==> config.mk <==
export PLATFORM = sky130hd
export DESIGN_NAME = rr_grant_arbiter
export DESIGN_NICKNAME = d
export VERILOG_FILES = /design/src/rtl/rr_grant_arbiter.sv
export SDC_FILE = /design/constraint.sdc
export NUM_CORES = 1
export LEC_CHECK = 0
export CORE_AREA = 2 2 48 50
export DETAILED_ROUTE_END_ITERATION = 8
export DIE_AREA = 0 0 50 52
export PLACE_DENSITY_LB_ADDON = 0.1
export SKIP_LAST_GASP = 1
export SYNTH_ARGS = -nofsm -noshare
export SYNTH_HDL_FRONTEND = slang
export SYNTH_SLANG_ARGS = --single-unit
==> constraint.sdc <==
create_clock -name clk -period 2.8 [get_ports clk]
set_input_delay 0.42 -clock clk [delete_from_list [all_inputs] [get_ports clk]]
set_output_delay 0.42 -clock clk [all_outputs]
set_load 0.005 [all_outputs]
==> src/rtl/rr_grant_arbiter.sv <==
// Round-robin grant arbiter with a bounded tenure per grantee.
// A requester keeps its grant while it holds its request, for at most
// MAX_HOLD cycles. When a tenure ends, the search pointer moves one past the
// releasing requester and a new winner is picked in the same cycle, so there
// is no idle cycle between back-to-back grants.
//
// state | meaning
// IDLE  | no grant active, waiting for any request
// BUSY  | one requester holds the grant, hold_cnt counts its tenure
module rr_grant_arbiter #(
    parameter int ENCODE_WIDTH = 2,
    parameter int NUM_REQ      = 2 ** ENCODE_WIDTH,
    parameter int MAX_HOLD     = 8
) (
    input  logic                    clk,
    input  logic                    rst,
    input  logic [NUM_REQ-1:0]      req,
    output logic [NUM_REQ-1:0]      grant,
    output logic [ENCODE_WIDTH-1:0] grant_idx,
    output logic                    grant_valid,
    output logic                    hold_expired
);

    typedef enum logic {
        IDLE = 1'b0,
        BUSY = 1'b1
    } state_t;

    // MAX_HOLD is limited to 1..255, so an 8-bit tenure counter always fits.
    localparam logic [7:0] MAX_CNT = 8'(MAX_HOLD);

    state_t                  state_q, state_d;
    logic [ENCODE_WIDTH-1:0] idx_q, idx_d;
    logic [ENCODE_WIDTH-1:0] ptr_q, ptr_d;
    logic [7:0]              cnt_q, cnt_d;
    logic                    exp_q, exp_d;
    logic [ENCODE_WIDTH-1:0] next_ptr;

    // First set request bit searching upward from p, wrapping modulo NUM_REQ.
    // The loop runs from the farthest offset down, so the nearest hit wins.
    function automatic logic [ENCODE_WIDTH-1:0] pick(
        input logic [NUM_REQ-1:0]      r,
        input logic [ENCODE_WIDTH-1:0] p
    );
        logic [ENCODE_WIDTH-1:0] cand;
        pick = p;
        for (int i = NUM_REQ - 1; i >= 0; i--) begin
            cand = p + ENCODE_WIDTH'(i);
            if (r[cand]) pick = cand;
        end
    endfunction

    // Pointer value used on release: one past the current grantee.
    assign next_ptr = idx_q + ENCODE_WIDTH'(1);

    // State, grantee, pointer, tenure counter and expiry pulse registers.
    always_ff @(posedge clk or posedge rst) begin
        if (rst) begin
            state_q <= IDLE;
            idx_q   <= '0;
            ptr_q   <= '0;
            cnt_q   <= '0;
            exp_q   <= 1'b0;
        end else begin
            state_q <= state_d;
            idx_q   <= idx_d;
            ptr_q   <= ptr_d;
            cnt_q   <= cnt_d;
            exp_q   <= exp_d;
        end
    end

    // Next-state: start, continue, or release-and-rearbitrate a tenure.
    always_comb begin
        state_d = state_q;
        idx_d   = idx_q;
        ptr_d   = ptr_q;
        cnt_d   = cnt_q;
        exp_d   = 1'b0;
        case (state_q)
            IDLE: begin
                if (|req) begin
                    state_d = BUSY;
                    idx_d   = pick(req, ptr_q);
                    cnt_d   = 8'd1;
                end
            end
            BUSY: begin
                if (req[idx_q] && (cnt_q < MAX_CNT)) begin
                    cnt_d = cnt_q + 8'd1;
                end else begin
                    // Still requesting here means the tenure was cut off.
                    exp_d = req[idx_q];
                    ptr_d = next_ptr;
                    if (|req) begin
                        idx_d = pick(req, next_ptr);
                        cnt_d = 8'd1;
                    end else begin
                        state_d = IDLE;
                        idx_d   = '0;
                        cnt_d   = '0;
                    end
                end
            end
            default: begin
                state_d = IDLE;
                idx_d   = '0;
                cnt_d   = '0;
            end
        endcase
    end

    // Outputs are decoded straight from registers, so they move only on
    // clock edges or on reset.
    always_comb begin
        grant = '0;
        if (state_q == BUSY) grant[idx_q] = 1'b1;
    end

    assign grant_valid  = (state_q == BUSY);
    assign grant_idx    = idx_q;
    assign hold_expired = exp_q;

endmodule

==> results of run 1 <==
==> routing by layer <==
layer / routed length (um) / GRT usage (%) / part of all wire, % / vias to the layer above
li1: - / - / - / 352
met1: 795 / 18.7 / 49 / 336
met2: 796 / 24.1 / 49 / 8
met3: 25 / 0.862 / 1.5 / 2
met4: 17 / 8.33 / 1.0 / 0
met5: 0 / 0 / 0 / -
==> placed cells by master, fill, tap and decap left out, drive strengths merged, types with 2 or more instances in the layout <==
master / n
o22ai: 2
nor3: 3
inv: 6
clkbuf: 3
mux2i: 3
mux2: 2
a21oi: 6
nand2b: 2
a21o: 2
dfrtp: 14
nor2: 6
and2: 9
o21ai: 4
nand2: 10
nand3b: 2
clkdlybuf4s50: 13
ha: 5
==> power groups by stage <==
stage                     Clock (uW)  Sequential, uW  Combinational [uW]
final                            103             317                 499
after global routing             120             326                 562
after CTS                        107             318                 503
after detailed placement           0             319                 503
after global placement             0             319                 498
after floorplan                    0             299                 356
==> registers in the layout, summed over array words and instances, names as in the netlist <==
register	count
ptr_q	2
cnt_q	8
grant_idx	2
hold_expired	1
grant_valid	1
==> per-stage QoR <==
step,utilization (%),hold slack (ns),instances,total power (uW)
after floorplan,-,0.309,95,656
after global placement,48.8,0.468,131,818
after detailed placement,48.8,0.472,131,822
after CTS,49.9,0.492,134,928
after global routing,49.9,0.507,134,1010
final,49.9,0.484,134,919
==> cell families after synthesis <==
logic type,count (synthesis)
compound gates,23
fa+ha+maj,5
buf+inv,12
flops,14
mux,6
simple gates,35
==> cell type report <==
class | count | area [um^2] | area share, %
well taps | 28 | 35.0 | 3.33
flip-flops and latches | 14 | 350 | 33.3
repair buffers | 14 | 138 | 13.1
clock buffers | 3 | 22.5 | 2.14
inverters | 6 | 22.5 | 2.14
multi-input cells | 69 | 483 | 46.0
==> path summary, 6_finish.rpt <==
kind	depth (start not counted)	end
max in group asynchronous	2	ptr_q[1]
max reg2reg	7	grant_idx[1]
min	2	hold_expired
min reg2reg	2	cnt_q[3]
min in group clk	2	cnt_q[3]
max	4	grant[1]
==> results_dict.tcl, run 1 <==
set metrics [dict create \
    status "finished, final reports clean" \
    place_area_um2 1030 \
    fin_ws_ns 0.688 \
    critPathLaunch "grant_idx[1]" \
    crit_path_max_fanout 6 \
    layout.nets 119 \
    clk_pin_slew_ns 0.07 \
    ctsRootBufferMaster "clkbuf_4" \
    synth_compound_area_share_pct 17.6 \
    post_cts_buffers 0 \
    fin_area_um2 1050 \
    synth_edf_count 0 \
    vias 698 \
    peakVddDrop_mv 0.464 \
    synth.most_common_cell "dfrtp_1" \
    drt-pass1-iter-count 4 \
    cts_max_path_buffers 2 \
    pwr-share-comb_pct 54.3 \
    portBuffers 13 \
    drc 0 \
    drive_above_1_share_pct 11.3 \
    synth_area_leader_cell "dfrtp_1" \
    p_leak_uw 0.000487 \
    syn_to_final_growth_pct 18.1 \
    grt_pass1_wl_um 2860 \
    path_cells "inv_1 > ha_1 > and2_1 > clkdlybuf4s50_1" \
    drt_iter0_drc 6 \
    drv_cap 0 \
    rows 17 \
    fin_tns_setup_ns 0 \
    dp_slack_ns 0.501 \
    die_w_um 50 \
    grt_usage_pct 14.5 \
    p_int_uw 582 \
    cts_tree "built" \
    fmax_mhz 474 \
    start_util_pct 42.2 \
    cts_hold_buf 0 \
    io_pins 14 \
    synth_fa_ha_area_share_pct 7.03 \
    syn_inst 95 \
    post_cts_resized 0 \
    synth-async-reset-ratio_pct 100 \
    htreeDepth 1 \
    p_per_area_nw_per_um2 875 \
    final-setup-viol-count 0 \
    power_frac_clock_pct 11.2 \
    die_area_um2 2600 \
    gp_congestion 0.719 \
    critPathKind "reg -> out" \
    wl_per_cell_um 12.2 \
    end_kind "output pin" \
    core_region_area_um2 2110 \
    synth_nets 106 \
    clock-sinks 14 \
    synth_top_family_by_area "simple AND/OR/NAND/NOR gates" \
    yosys.area_share.simple_pct 20.8 \
    synthXorXnorAreaFrac_pct 0 \
    cp_num_buf_inv 2 \
    synth_cell_type_count 35 \
    syn_area_um2 890 \
    finalCritPeriodShare_pct 75.4 \
    clk_latency_ns 0.26 \
    cp_top_family "buffers and inverters" \
    cts-buffers-inserted 3 \
    drt-vias-per-instance 5.21 \
    totalWireLength_um 1630 \
    num_antenna_cells 0 \
    synth_common_cells "14 x dfrtp_1, 8 x and2_1, 8 x nand2_1" \
    min_path_type "in -> async" \
    avgSynthCellArea_um2 9.36 \
    r2r-start "grant_idx[1]" \
    crit_slowest_cell "dfrtp_1" \
    slew-limit-headroom_pct 60.7 \
    synthMuxAreaShare_pct 8.86 \
    drv_slew 0 \
    worst_ep_required_time_ns 2.38 \
    worst_pin_slew_ns 0.575 \
    post-route-min-period_ns 2.11 \
    yosysWarnings 0 \
    p_sw_uw 338 \
    dp_hpwl_um 1220 \
    fill_cells 199 \
    finClkSkew_ns 0.000884 \
    swShare_pct 36.7 \
    start_kind "flip-flop" \
    synth_area_leaders "dfrtp_1 39%, ha_1 7.0%, and2_1 5.6%" \
    worstPathArrival_ns 1.69 \
    ys_seq_area_share_pct 39.4 \
    first_global_vias 669 \
    overflow 0 \
    r2r_slack_ns 0.80 \
    rsz0062_at_grt "no" \
    yosysTopAreaCellShare_pct 39.4 \
    grt_max_degree 15 \
    hold_violations 0 \
    ant_nets 0 \
    ys.flop_type "dfrtp_1" \
    max_stage_delay_ns 0.49 \
    grt_antenna_before_repair 0 \
    seqPwrFrac_pct 34.5 \
    synth_seq_cells 14 \
    fp.dieH_um 52 \
]
No activity file was read; power rests on OpenSTA's default activity.
==> inputs of run 2 (changes only) <==
clock period = 2 ns   (was 2.8 ns; I/O delays follow)
==> run 2 against run 1 <==
Clock power rose by 46%; highest routed layer is now met3; critical path depth did not move; global-route usage rose by 0.98 points; wire length rose by 7.9%.
==> results_dict.tcl, run 2 (synthesis gave the netlist of run 1 again) <==
set metrics [dict create \
    start_util_pct 42.2 \
    grt_pass1_wl_um 2980 \
    worst_ep_required_time_ns 1.70 \
    cts-buffers-inserted 3 \
    largest-register "cnt_q" \
    p_per_area_nw_per_um2 1200 \
    overflow 0 \
    dp_slack_ns 0.000961 \
    p_sw_uw 490 \
    clock-sinks 14 \
    finClkSkew_ns 0.00146 \
    min_path_type "in -> async" \
    cts_max_path_buffers 2 \
    drt-vias-per-instance 5.06 \
    total_power_uw 1330 \
    rsz0062_at_grt "no" \
    fin_ws_ns 0.0920 \
    status "finished, final reports clean" \
    grt_max_degree 15 \
    layout.cells.non_filler 142 \
    drt_iter0_drc 12 \
    final-setup-viol-count 0 \
    crit_slowest_cell "clkdlybuf4s50_1" \
    worstPathArrival_ns 1.61 \
    grt_usage_pct 15.5 \
    drive_above_1_share_pct 19.3 \
    finalCritPeriodShare_pct 95.4 \
    worst_pin_slew_ns 0.513 \
    io_pins 14 \
    clk_pin_slew_ns 0.08 \
    slew-limit-headroom_pct 65.7 \
    reg2reg_depth 4 \
    totalWireLength_um 1760 \
    max_stage_delay_ns 0.49 \
    drv_cap 0 \
    path_cells "inv_2 > ha_1 > and2_1 > clkdlybuf4s50_1" \
    post-route-min-period_ns 1.91 \
    first_global_vias 660 \
    cts_hold_buf 0 \
    core_region_area_um2 2110 \
    hold_violations 0 \
    pwr-share-comb_pct 54.3 \
    start_kind "flip-flop" \
    gp_congestion 0.928 \
    rows 17 \
    grt_antenna_before_repair 0 \
    r2r-start "grant_idx[1]" \
    dp_hpwl_um 1390 \
    cp_top_family "buffers and inverters" \
    htreeDepth 1 \
    drc 0 \
    drt-pass1-iter-count 4 \
    fin_tns_setup_ns 0 \
    portBuffers 13 \
    dp.cells 139 \
    fmax_mhz 524 \
    post_cts_buffers 0 \
    power_frac_clock_pct 11.2 \
    syn_to_final_growth_pct 25.0 \
    final_cell_mix "13 x dfrtp_1, 13 x clkdlybuf4s50_1, 9 x buf_4, 8 x nand2_1, 8 x and2_1" \
    vias 718 \
    largest_reg_flops 8 \
    swShare_pct 36.8 \
    ant_nets 0 \
    wl_per_cell_um 12.4 \
    clk_latency_ns 0.27 \
    worstReg2RegEnd "grant_idx[1]" \
    cp_num_buf_inv 2 \
    die_w_um 50 \
    p_int_uw 843 \
    seqPwrFrac_pct 34.5 \
    critPathKind "reg -> out" \
    layout.nets 127 \
    end_kind "output pin" \
    fp.dieH_um 52 \
    peakVddDrop_mv 0.642 \
    drv_slew 0 \
    r2r_slack_ns 0.22 \
    crit_path_max_fanout 6 \
    num_antenna_cells 0 \
    ctsRootBufferMaster "clkbuf_4" \
    die_area_um2 2600 \
    cts_tree "built" \
    p_leak_uw 0.000524 \
]
-- run 2: cell count changes in the layout (fill, tap and decap cells not counted) --
| cell | delta |
|---|---|
| buf_4 | +8 |
| dfrtp_1 | -1 |
| dfrtp_2 | +1 |
| inv_1 | -1 |
| inv_2 | +1 |
-- run 2: worst max path at each step --
stage	cells past startpoint	end	from	slack [ns]
CTS	4	grant[1]	grant_idx[1]	0.02
finish	4	grant[1]	grant_idx[1]	0.09
global placement	5	grant_idx[1]	req[3]	0.03
detailed placement	5	grant_idx[1]	req[3]	0.001
global route	4	grant[1]	grant_idx[1]	0.03
floorplan	8	grant_idx[1]	grant_idx[0]	0.16
-- run 2: per-layer routing --
| layer | up-vias | global-route usage (%) | share of wire [%] |
|---|---|---|---|
| met4 | 0 | 8.33 | 0 |
| met2 | 13 | 25.0 | 50 |
| met3 | 0 | 0.862 | 1.9 |
| li1 | 372 | - | - |
| met1 | 333 | 20.8 | 48 |
| met5 | - | 0 | 0 |
-- run 2: what timing repair did --
item,in CTS,in global routing
cloned,0,0
resized for setup,1,1
setup endpoints to repair,2,2
-- run 2: final cells by class --
type                    instances  area [um^2]
clock buffers                   3         22.5
fillers                       201          993
inverters                       6         22.5
multi-input cells              69          483
flip-flops and latches         14          352
well taps                      28         35.0
repair buffers                 22          198
-- run 2: power groups by stage --
stage,Sequential (uW),Clock (uW),Combinational (uW)
floorplan,419,0,499
global placement,456,0,721
detailed placement,462,0,734
CTS,459,156,735
global route,474,172,818
finish,460,150,724
-- run 2: through the flow --
stage               instance area, um^2  utilization [%]  hold slack (ns)
global placement                   1090             51.7            0.467
CTS                                1110             52.8            0.387
detailed placement                 1090             51.7            0.478
finish                             1110             52.8            0.364
floorplan                           890                -            0.189
global route                       1110             52.8            0.409
==> inputs of run 3 (changes only) <==
ABC_CLOCK_PERIOD_IN_PS = 2000   (was default)
==> results of run 3 <==
Final layout, timing and power as in run 2 (identical DEF).
